--- config.mk ---
export PLATFORM = sky130hd
export DESIGN_NAME = universal_shift_register
export DESIGN_NICKNAME = d
export VERILOG_FILES = /design/src/rtl/usr_pkg.sv /design/src/rtl/universal_shift_register.sv
export SDC_FILE = /design/constraint.sdc
export NUM_CORES = 1
export LEC_CHECK = 0
export BUFFER_PORTS_ARGS = -buffer_cell sky130_fd_sc_hd__buf_2
export CAP_MARGIN = 10
export CORE_UTILIZATION = 35
export CTS_CLUSTER_SIZE = 12
export DETAILED_ROUTE_END_ITERATION = 10
export GPL_ROUTABILITY_DRIVEN = 0
export PLACE_DENSITY = 0.68
export SYNTH_ARGS = -nofsm -noshare
export SYNTH_HDL_FRONTEND = slang
export SYNTH_SLANG_ARGS = --single-unit
--- constraint.sdc ---
create_clock -name clk -period 2.1 [get_ports clk]
set_input_delay 0.21 -clock clk [delete_from_list [all_inputs] [get_ports clk]]
set_output_delay 0.21 -clock clk [all_outputs]
set_load 0.02 [all_outputs]
--- src/rtl/usr_pkg.sv ---
// Shared mode encoding for the universal shift register.
package usr_pkg;

  typedef enum logic [2:0] {
    MODE_HOLD = 3'd0,
    MODE_SHL  = 3'd1,
    MODE_SHR  = 3'd2,
    MODE_ROL  = 3'd3,
    MODE_ROR  = 3'd4,
    MODE_LOAD = 3'd5
  } usr_mode_t;

endpackage

--- src/rtl/universal_shift_register.sv ---
// Universal shift register: shift/rotate/load with serial-word framing pulse.
// Optional registered parity output enabled by defining USR_PARITY_EN.
module universal_shift_register
  import usr_pkg::*;
#(
  parameter int WIDTH = 8
) (
  input  logic             clk,
  input  logic             reset,
  input  logic             clr,
  input  logic             en,
  input  logic [2:0]       mode,
  input  logic             sin,
  input  logic [WIDTH-1:0] pin,
  output logic [WIDTH-1:0] q,
  output logic             sout_l,
  output logic             sout_r,
  output logic             word_valid
`ifdef USR_PARITY_EN
  ,
  output logic             parity_o
`endif
);

  localparam int CW = $clog2(WIDTH);
  localparam logic [CW-1:0] CNT_LAST = CW'(WIDTH - 1);

  logic [WIDTH-1:0] q_next;
  logic [CW-1:0]    cnt, cnt_next;
  logic             wv_next;
  logic             shifting;

  assign sout_l = q[WIDTH-1];
  assign sout_r = q[0];

  always_comb begin
    q_next   = q;
    cnt_next = cnt;
    wv_next  = 1'b0;
    shifting = 1'b0;
    if (clr) begin
      q_next   = '0;
      cnt_next = '0;
    end else if (en) begin
      case (usr_mode_t'(mode))
        MODE_SHL: begin
          q_next   = {q[WIDTH-2:0], sin};
          shifting = 1'b1;
        end
        MODE_SHR: begin
          q_next   = {sin, q[WIDTH-1:1]};
          shifting = 1'b1;
        end
        MODE_ROL:  q_next = {q[WIDTH-2:0], q[WIDTH-1]};
        MODE_ROR:  q_next = {q[0], q[WIDTH-1:1]};
        MODE_LOAD: begin
          q_next   = pin;
          cnt_next = '0;
        end
        default:   q_next = q;
      endcase
      // Explicit wrap keeps framing correct for non-power-of-two widths.
      if (shifting) begin
        if (cnt == CNT_LAST) begin
          cnt_next = '0;
          wv_next  = 1'b1;
        end else begin
          cnt_next = cnt + 1'b1;
        end
      end
    end
  end

  always_ff @(posedge clk or negedge reset) begin
    if (!reset) begin
      q          <= '0;
      cnt        <= '0;
      word_valid <= 1'b0;
    end else begin
      q          <= q_next;
      cnt        <= cnt_next;
      word_valid <= wv_next;
    end
  end

`ifdef USR_PARITY_EN
  always_ff @(posedge clk or negedge reset) begin
    if (!reset) parity_o <= 1'b0;
    else        parity_o <= ^q_next;
  end
`endif

endmodule

==> impl_metrics.tcl, run 1 <==
set metrics [dict create \
    layout_commonest_cell "buf_2" \
    clkLatencyLatePin_ns 0.27 \
    synth-main-ff-cell "dfrtp_1" \
    dp.cells 141 \
    antennaDiodeCount 0 \
    num_rows 17 \
    grt_max_degree 20 \
    drtPass1Iterations 4 \
    end_kind "flip-flop" \
    cts-resized-gates 0 \
    yosys.area_share.simple_pct 19.0 \
    pin_count 27 \
    skew_ns 0.00519 \
    die_w_um 51.1 \
    nFillCells 230 \
    final_cell_mix "26 x buf_2, 14 x nor3_1, 12 x dfrtp_1" \
    crit_fanout 19 \
    area_delta_synth_final_pct 15.7 \
    critPathLaunchType "primary input" \
    drive_gt1_share_pct 28.2 \
    wl_mm 1.92 \
    yosysSeqAreaShare_pct 35.6 \
    synth_compound_area_share_pct 25.0 \
    fmax_mhz 743 \
    yosys_warnings 0 \
    clk_path_buf_depth 2 \
    drt_iter0_markers 10 \
    finalCriticalPeriod_ns 1.35 \
    path_class "in -> reg" \
    status "finished, final reports clean" \
    clk_pin_slew_worst_paths_ns 0.08 \
    coreArea_sq_um 2230 \
    cts_hold_buf 1 \
    muxShareOfSynthArea_pct 4.89 \
    rsz0062_at_grt "no" \
    design_area_sq_um 977 \
    hold_class "in -> reg" \
    synth_top_area_share_pct 35.6 \
    cts_buffers 3 \
    clkSinkCount 12 \
    ys_async_sr_fraction_pct 100 \
    startpoint "mode[0]" \
    drt_drc_violations_left 0 \
    leakage_uw 0.000483 \
    overflow 0 \
    finalNonFillerCells 145 \
    reg2reg_from "cnt[0]$_DFFE_PN0P_" \
    viasPerCell 5.46 \
    tns_ns 0 \
    final_nets 137 \
    worst_pin_slew_ns 0.466 \
    htreeDepth 1 \
    synth.lib_cells_used.distinct 31 \
    die_h_um 51.1 \
    powerDensity_nw_per_um2 601 \
    synth-edff-count 0 \
    required_ns 2.26 \
    wl_per_cell_um 13.3 \
    dp_hpwl_mm 1.43 \
    syn_inst 95 \
    place_area_sq_um 945 \
    irDropWorstVdd_v 0.000233 \
    period_share_pct 64.1 \
    synth_top_family_by_area "compound AO/OA/AOI/OAI gates" \
    grt_pass1_wl_mm 3.24 \
    synth-seq-cells 12 \
    synth_area_per_cell_sq_um 8.89 \
    yosys.area.top_type "dfrtp_1" \
    start_util_pct 37.8 \
    dieArea_sq_um 2610 \
    antenna_found_initial 0 \
    drtAntennaViolNets 0 \
    syn_area_sq_um 845 \
    maxSlewViolCount 0 \
    finalSetupViolations 0 \
    crit_arrival_ns 1.51 \
    synthAdderAreaFrac_pct 2.96 \
    cts_tree "yes" \
    design_power_total_uw 587 \
    final_util_pct 43.8 \
    grt_pass1_vias 705 \
    portBuffers 26 \
    post-cts-setup-buffer-count 0 \
    maxCapViolations 0 \
    syn_nets 113 \
    grt_util_all_layers_pct 16.8 \
    finalHoldViolations 0 \
    synthTopCellsByArea "dfrtp_1 36%, nor3_1 8.3%, a22o_1 6.2%, a21oi_1 4.7%, o22ai_1 4.4%" \
    hp-start "sin" \
    synth_xor_xnor_area_share_pct 3.11 \
    vias 791 \
    maxSlewHeadroom_pct 68.7 \
    root_buffer "clkbuf_4" \
]
==> critical path, stage by stage <==
cell and delay (ns):
buf_2 0.21, or3_4 0.45, a21oi_4 0.33, a21oi_1 0.08
a22o_1 0.21
==> Yosys cell counts (2+ instances only) <==
| cell type | number |
|---|---|
| a21oi_1 | 8 |
| nor3_1 | 14 |
| buf_6 | 3 |
| buf_4 | 2 |
| a21o_1 | 2 |
| nand2_1 | 5 |
| mux2i_1 | 3 |
| a22o_1 | 6 |
| dfrtp_1 | 12 |
| o22ai_1 | 6 |
| xnor2_1 | 2 |
| inv_1 | 4 |
| nor2_1 | 8 |
| ha_1 | 2 |
| nor2b_1 | 2 |
==> flip-flops by register name (all words and copies together), names as in the netlist <==
signal      count
cnt             3
q               8
word_valid      1
==> area by class of cell <==
class                   instances  area, sq um  share of cell area (%)
repair buffers                 27          140                    14.3
clock buffers                   3         22.5                    2.30
inverters                       4         15.0                    1.54
multi-input cells              71          464                    47.5
flip-flops and latches         12          300                    30.7
well taps                      28         35.0                    3.59
==> logic make-up after synthesis <==
family                   count (synthesis)
AND/OR/NAND/NOR                         33
AO/OA/AOI/OAI                           29
buffers and inverters                   12
flip-flops                              12
multiplexers                             4
XOR/XNOR                                 3
adder cells (fa/ha/maj)                  2
==> power breakdown <==
part	internal, uW	switching [uW]	leakage (uW)
logic	72.5	102	0.000307
clock network	66.3	74.5	0.0000138
registers	248	23.1	0.000162
total	387	200	0.000483
==> metal layers <==
layer	up-vias	global-route usage [%]	part of all wire [%]	wire [um]
li1	392	-	-	-
met4	0	8.33	0.88	17
met1	382	22.6	47	912
met2	15	25.7	48	919
met5	-	0	0	0
met3	2	2.98	3.7	72
==> per-stage QoR <==
step                      hold WS (ns)  setup slack [ns]
final                            0.226             0.755
after global placement           0.111             0.532
after global routing             0.229             0.692
after floorplan                -0.0856             0.717
after detailed placement         0.110             0.487
after CTS                        0.213             0.773
==> path summary, 6_finish.rpt <==
| check | slack, ns | endpoint | cells after the start |
|---|---|---|---|
| setup reg to reg | 0.94 | cnt[0]$_DFFE_PN0P_ | 5 |
| min in group asynchronous | 0.35 | q[3]$_DFFE_PN0P_ | 2 |
| hold reg to reg | 0.54 | cnt[2]$_DFFE_PN0P_ | 2 |
| setup / recovery | 0.75 | q[6]$_DFFE_PN0P_ | 5 |
| max in group asynchronous | 1.53 | q[7]$_DFFE_PN0P_ | 2 |
| hold / removal | 0.23 | q[0]$_DFFE_PN0P_ | 3 |
No activity file was read; power rests on OpenSTA's default activity.
==> run 2, diff against run 1 <==
- clock period: 2.1 -> 1.4 ns (I/O delays scaled with it)
==> run 2 against run 1 <==
Setup slack lost 0.53 ns; register-to-register slack worse by 0.72 ns; worst hold slack worse by 0.097 ns; wire length up 7.5%; sequential cell count unchanged; clock skew fell by 0.0032 ns; largest cell class unchanged; critical path type is now reg -> reg; critical path depth unchanged; utilization grew 3.3 points; final cell count rose by 6.2%; first-iteration DRC count fell by 20%.
==> impl_metrics.tcl, run 2 (synthesis results as in run 1) <==
set metrics [dict create \
    area_delta_synth_final_pct 24.4 \
    grt_pass1_vias 807 \
    p_seq_share_pct 41.2 \
    wl_mm 2.07 \
    end_kind "flip-flop" \
    final_cell_mix "26 x buf_2, 14 x nor3_1, 12 x dfrtp_1" \
    num_rows 17 \
    worst_path_most_repeated_cell "ha_1" \
    cts-resized-gates 0 \
    critPathSlowestCell "dfrtp_1" \
    largest_reg_flops 8 \
    vias 825 \
    swShare_pct 33.3 \
    clk_pin_slew_worst_paths_ns 0.09 \
    leakage_uw 0.000528 \
    antennaDiodeCount 0 \
    htreeDepth 1 \
    finalCriticalPeriod_ns 1.18 \
    irDropWorstVdd_v 0.000377 \
    crit_fanout 3 \
    start_util_pct 37.8 \
    top_regs "q x8, cnt x3, word_valid x1" \
    grt_pass1_wl_mm 3.62 \
    p_clk_share_pct 29.9 \
    cp_cell_sequence "ha_1 -> ha_1 -> nor2_1 -> nand3_1 -> o21ai_0" \
    cts_buffers 3 \
    finalHoldViolations 0 \
    design_area_sq_um 1050 \
    path_class "reg -> reg" \
    place_area_sq_um 1000 \
    viasPerCell 5.36 \
    grt_max_degree 19 \
    drt_iter0_markers 8 \
    combPwrFrac_pct 28.9 \
    dieArea_sq_um 2610 \
    wl_per_cell_um 13.4 \
    cts_tree "yes" \
    die_h_um 51.1 \
    portBuffers 26 \
    power.switching_uw 329 \
    hold_class "in -> reg" \
    fmax_mhz 849 \
    skew_ns 0.00194 \
    drtPass1Iterations 4 \
    design_power_total_uw 987 \
    clkSinkCount 12 \
    maxCapViolations 0 \
    crit_arrival_ns 1.38 \
    final_nets 145 \
    status "finished, final reports clean" \
    slowest_delay_ns 0.41 \
    regMostFlops "q" \
    rsz0062_at_grt "no" \
    maxSlewViolCount 0 \
    drive_gt1_share_pct 33.3 \
    layout_commonest_cell "buf_2" \
    tns_ns 0 \
    period_share_pct 84.1 \
    maxSlewHeadroom_pct 71.5 \
    powerDensity_nw_per_um2 939 \
    drtAntennaViolNets 0 \
    root_buffer "clkbuf_4" \
    internal_power_uw 658 \
    die_w_um 51.1 \
    overflow 0 \
    clk_path_buf_depth 2 \
    finalSetupViolations 0 \
    grt_util_all_layers_pct 19.1 \
    antenna_found_initial 0 \
    final_util_pct 47.1 \
    pin_count 27 \
    coreArea_sq_um 2230 \
    dp_hpwl_mm 1.51 \
    critPathLaunchType "flip-flop" \
    required_ns 1.61 \
    worst_pin_slew_ns 0.424 \
    clkLatencyLatePin_ns 0.28 \
    drt_drc_violations_left 0 \
]
[run 2: cell count changes in the layout (fill, tap and decap cells not counted)]
cell,before,now
clkbuf_8,0,1
buf_4,0,8
[run 2: final timing paths]
path | from | end | slack [ns] | depth (start not counted)
max in group asynchronous | reset | q[7]$_DFFE_PN0P_ | 0.92 | 2
setup reg to reg | cnt[0]$_DFFE_PN0P_ | cnt[0]$_DFFE_PN0P_ | 0.22 | 5
setup / recovery | cnt[0]$_DFFE_PN0P_ | cnt[0]$_DFFE_PN0P_ | 0.22 | 5
hold reg to reg | cnt[2]$_DFFE_PN0P_ | cnt[2]$_DFFE_PN0P_ | 0.54 | 2
min in group asynchronous | reset | q[2]$_DFFE_PN0P_ | 0.26 | 2
hold / removal | sin | q[0]$_DFFE_PN0P_ | 0.13 | 3
[run 2: area by class of cell]
cell class | instances | area [sq um]
Clock buffer | 4 | 36.3
Inverter | 4 | 15.0
Sequential cell | 12 | 300
Tap cell | 28 | 35.0
Timing Repair Buffer | 35 | 200
Fill cell | 244 | 1180
Multi-Input combinational cell | 71 | 464
[run 2: power by group through the flow]
stage / clock network [uW] / registers (uW) / logic (uW)
3_5_place_dp: 0 / 414 / 283
3_3_place_gp: 0 / 413 / 279
2_1_floorplan: 0 / 436 / 168
4_1_cts: 302 / 407 / 286
6_report: 295 / 407 / 285
5_1_grt: 316 / 412 / 318
[run 2: stage by stage]
step	worst slack, ns	instances	hold slack (ns)
2_1_floorplan	0.0874	95	-0.156
3_3_place_gp	0.0492	149	0.0415
3_5_place_dp	0.0463	149	0.0434
4_1_cts	0.210	154	0.125
5_1_grt	0.119	154	0.154
6_report	0.223	154	0.129
[run 2: routing by layer]
layer  vias to the layer above  part of all wire [%]  global-route usage, %
li1                        414                     -                      -
met1                       390                    48                   23.9
met2                        16                    47                   30.3
met3                         5                   3.0                   4.17
met4                         0                   2.3                   10.2
met5                         -                     0                      0
[run 2: critical path, delay by kind of cell, from the launching register on]
kind,cells,cell delay [ns]
fa+ha+maj,2,0.41
flops,1,0.41
simple gates,2,0.18
compound gates,1,0.10
[run 2: repair_timing]
action | in CTS | in global routing
hold endpoints to repair | 12 | 0
hold buffers | 1 | 0
setup buffers | 0 | 0
==> run 3, diff against run 2 <==
- PLACE_DENSITY: 0.68 -> 0.7
- clock period: 1.4 -> 1 ns (I/O delays scaled with it)
==> run 3 against run 2 <==
The flow now finishes with violations (setup timing); total power up 60%; non-clock buffer count increased by 14; die area did not move; sequential power up 46%; setup slack worse by 0.30 ns; first-iteration DRC count rose to 3.0 times the previous value.
==> impl_metrics.tcl, run 3 (synthesis results as in run 1) <==
set metrics [dict create \
    finalCriticalPeriod_ns 1.08 \
    finalHoldViolations 0 \
    hold_class "in -> reg" \
    dieArea_sq_um 2610 \
    largest_reg_flops 8 \
    fmax_mhz 929 \
    drive_gt1_share_pct 60.7 \
    top_regs "q x8, cnt x3, word_valid x1" \
    reg2reg_from "cnt[1]$_DFFE_PN0P_" \
    irDropWorstVdd_v 0.000771 \
    worst_pin_slew_ns 0.288 \
    status "finished with violations" \
    hold_path_end "q[7]$_DFFE_PN0P_" \
    maxCapViolations 0 \
    wl_mm 2.41 \
    regMostFlops "q" \
    drtPass1Iterations 4 \
    period_share_pct 108 \
    antenna_found_initial 0 \
    end_kind "flip-flop" \
    skew_ns 0.00843 \
    worst_path_most_repeated_cell "ha_4" \
    clkSinkCount 12 \
    cp_cell_sequence "ha_4 -> ha_4 -> nand2_1 -> mux2i_1" \
    antennaDiodeCount 0 \
    slowest_delay_ns 0.41 \
    path_delay_family "adder cells" \
    whs_ns 0.0690 \
    leakage_uw 0.000639 \
    htreeDepth 1 \
    dp_hpwl_mm 1.53 \
    portBuffers 26 \
    critPathLaunchType "flip-flop" \
    clk_path_buf_depth 2 \
    area_delta_synth_final_pct 65.5 \
    start_util_pct 37.8 \
    drtAntennaViolNets 0 \
    crit_arrival_ns 1.27 \
    ff2ff_setup_slack_ns -0.08 \
    grt_pass1_wl_mm 3.53 \
    drt_drc_violations_left 0 \
    cts_buffers 3 \
    nFillCells 190 \
    coreArea_sq_um 2230 \
    layout_commonest_cell "buf_4" \
    num_rows 17 \
    grt_max_degree 19 \
    grt_pass1_vias 834 \
    path_class "reg -> reg" \
    r2r_cells 4 \
    viasPerCell 5.46 \
    drt_iter0_markers 24 \
    finalSetupViolations 9 \
    crit_fanout 2 \
    failed_checks "setup timing" \
    rsz0062_at_grt "yes" \
    clkLatencyLatePin_ns 0.27 \
    grt_util_all_layers_pct 18.1 \
    wl_per_cell_um 14.4 \
    final_nets 159 \
    hp-start "clr" \
    clk_pin_slew_worst_paths_ns 0.07 \
    crit_buf_inv 0 \
    vias 917 \
    pin_count 27 \
    maxSlewViolCount 0 \
    die_w_um 51.1 \
    root_buffer "clkbuf_4" \
    setup_ws_ns -0.0768 \
    maxSlewHeadroom_pct 80.8 \
    regToRegEndpoint "cnt[2]$_DFFE_PN0P_" \
    whs_path_depth 2 \
    powerDensity_nw_per_um2 1130 \
    tns_ns -0.252 \
    final_cell_mix "18 x buf_4, 16 x buf_2, 14 x buf_6" \
    die_h_um 51.1 \
    required_ns 1.19 \
    overflow 0 \
    critPathSlowestCell "dfrtp_1" \
    cts_tree "yes" \
]
## run 3: metal layers
layer	up-vias	part of all wire (%)	global-route usage, %
li1	438	-	-
met1	436	42	22.8
met2	37	51	30.7
met3	6	5.4	2.38
met4	0	1.6	7.41
met5	-	0	0
## run 3: final cells by class
type                            count  area, sq um  area share [%]
Inverter                            4         15.0            1.07
Timing Repair Buffer               49          383            27.4
Tap cell                           28         35.0            2.51
Sequential cell                    12          309            22.1
Multi-Input combinational cell     71          619            44.3
Clock buffer                        4         36.3            2.60
## run 3: worst max-delay path by stage
stage	depth (start not counted)	slack [ns]	from	endpoint
global route	4	-0.12	cnt[0]$_DFFE_PN0P_	cnt[2]$_DFFE_PN0P_
floorplan	6	-0.23	mode[1]	q[2]$_DFFE_PN0P_
CTS	4	-0.1	cnt[0]$_DFFE_PN0P_	cnt[2]$_DFFE_PN0P_
finish	4	-0.08	cnt[1]$_DFFE_PN0P_	cnt[2]$_DFFE_PN0P_
global placement	5	-0.27	mode[1]	q[6]$_DFFE_PN0P_
detailed placement	5	-0.32	mode[1]	q[6]$_DFFE_PN0P_
## run 3: power breakdown
| group | total [uW] | internal, uW | switching [uW] |
|---|---|---|---|
| clock network | 391 | 221 | 170 |
| registers | 594 | 527 | 66.7 |
| logic | 594 | 313 | 281 |
| total | 1580 | 1060 | 518 |
## run 3: stage by stage
stage / instance area (sq um) / power (uW) / cells / setup WS [ns] / utilization (%)
2_1_floorplan: 881 / 863 / 95 / -0.227 / -
3_3_place_gp: 1100 / 1010 / 158 / -0.273 / 49.1
3_5_place_dp: 1100 / 1010 / 158 / -0.316 / 49.1
4_1_cts: 1240 / 1470 / 168 / -0.0977 / 55.5
5_1_grt: 1400 / 1660 / 168 / -0.122 / 62.6
6_report: 1400 / 1580 / 168 / -0.0768 / 62.6
## run 3: timing repair
item / 4_1_cts / 5_1_grt
pin swaps: 9 / 9
setup buffers: 5 / 0
hold buffers: 1 / 0
hold endpoints to repair: 12 / 0
gates resized for setup: 15 / 37
endpoints found under the setup margin: 12 / 22
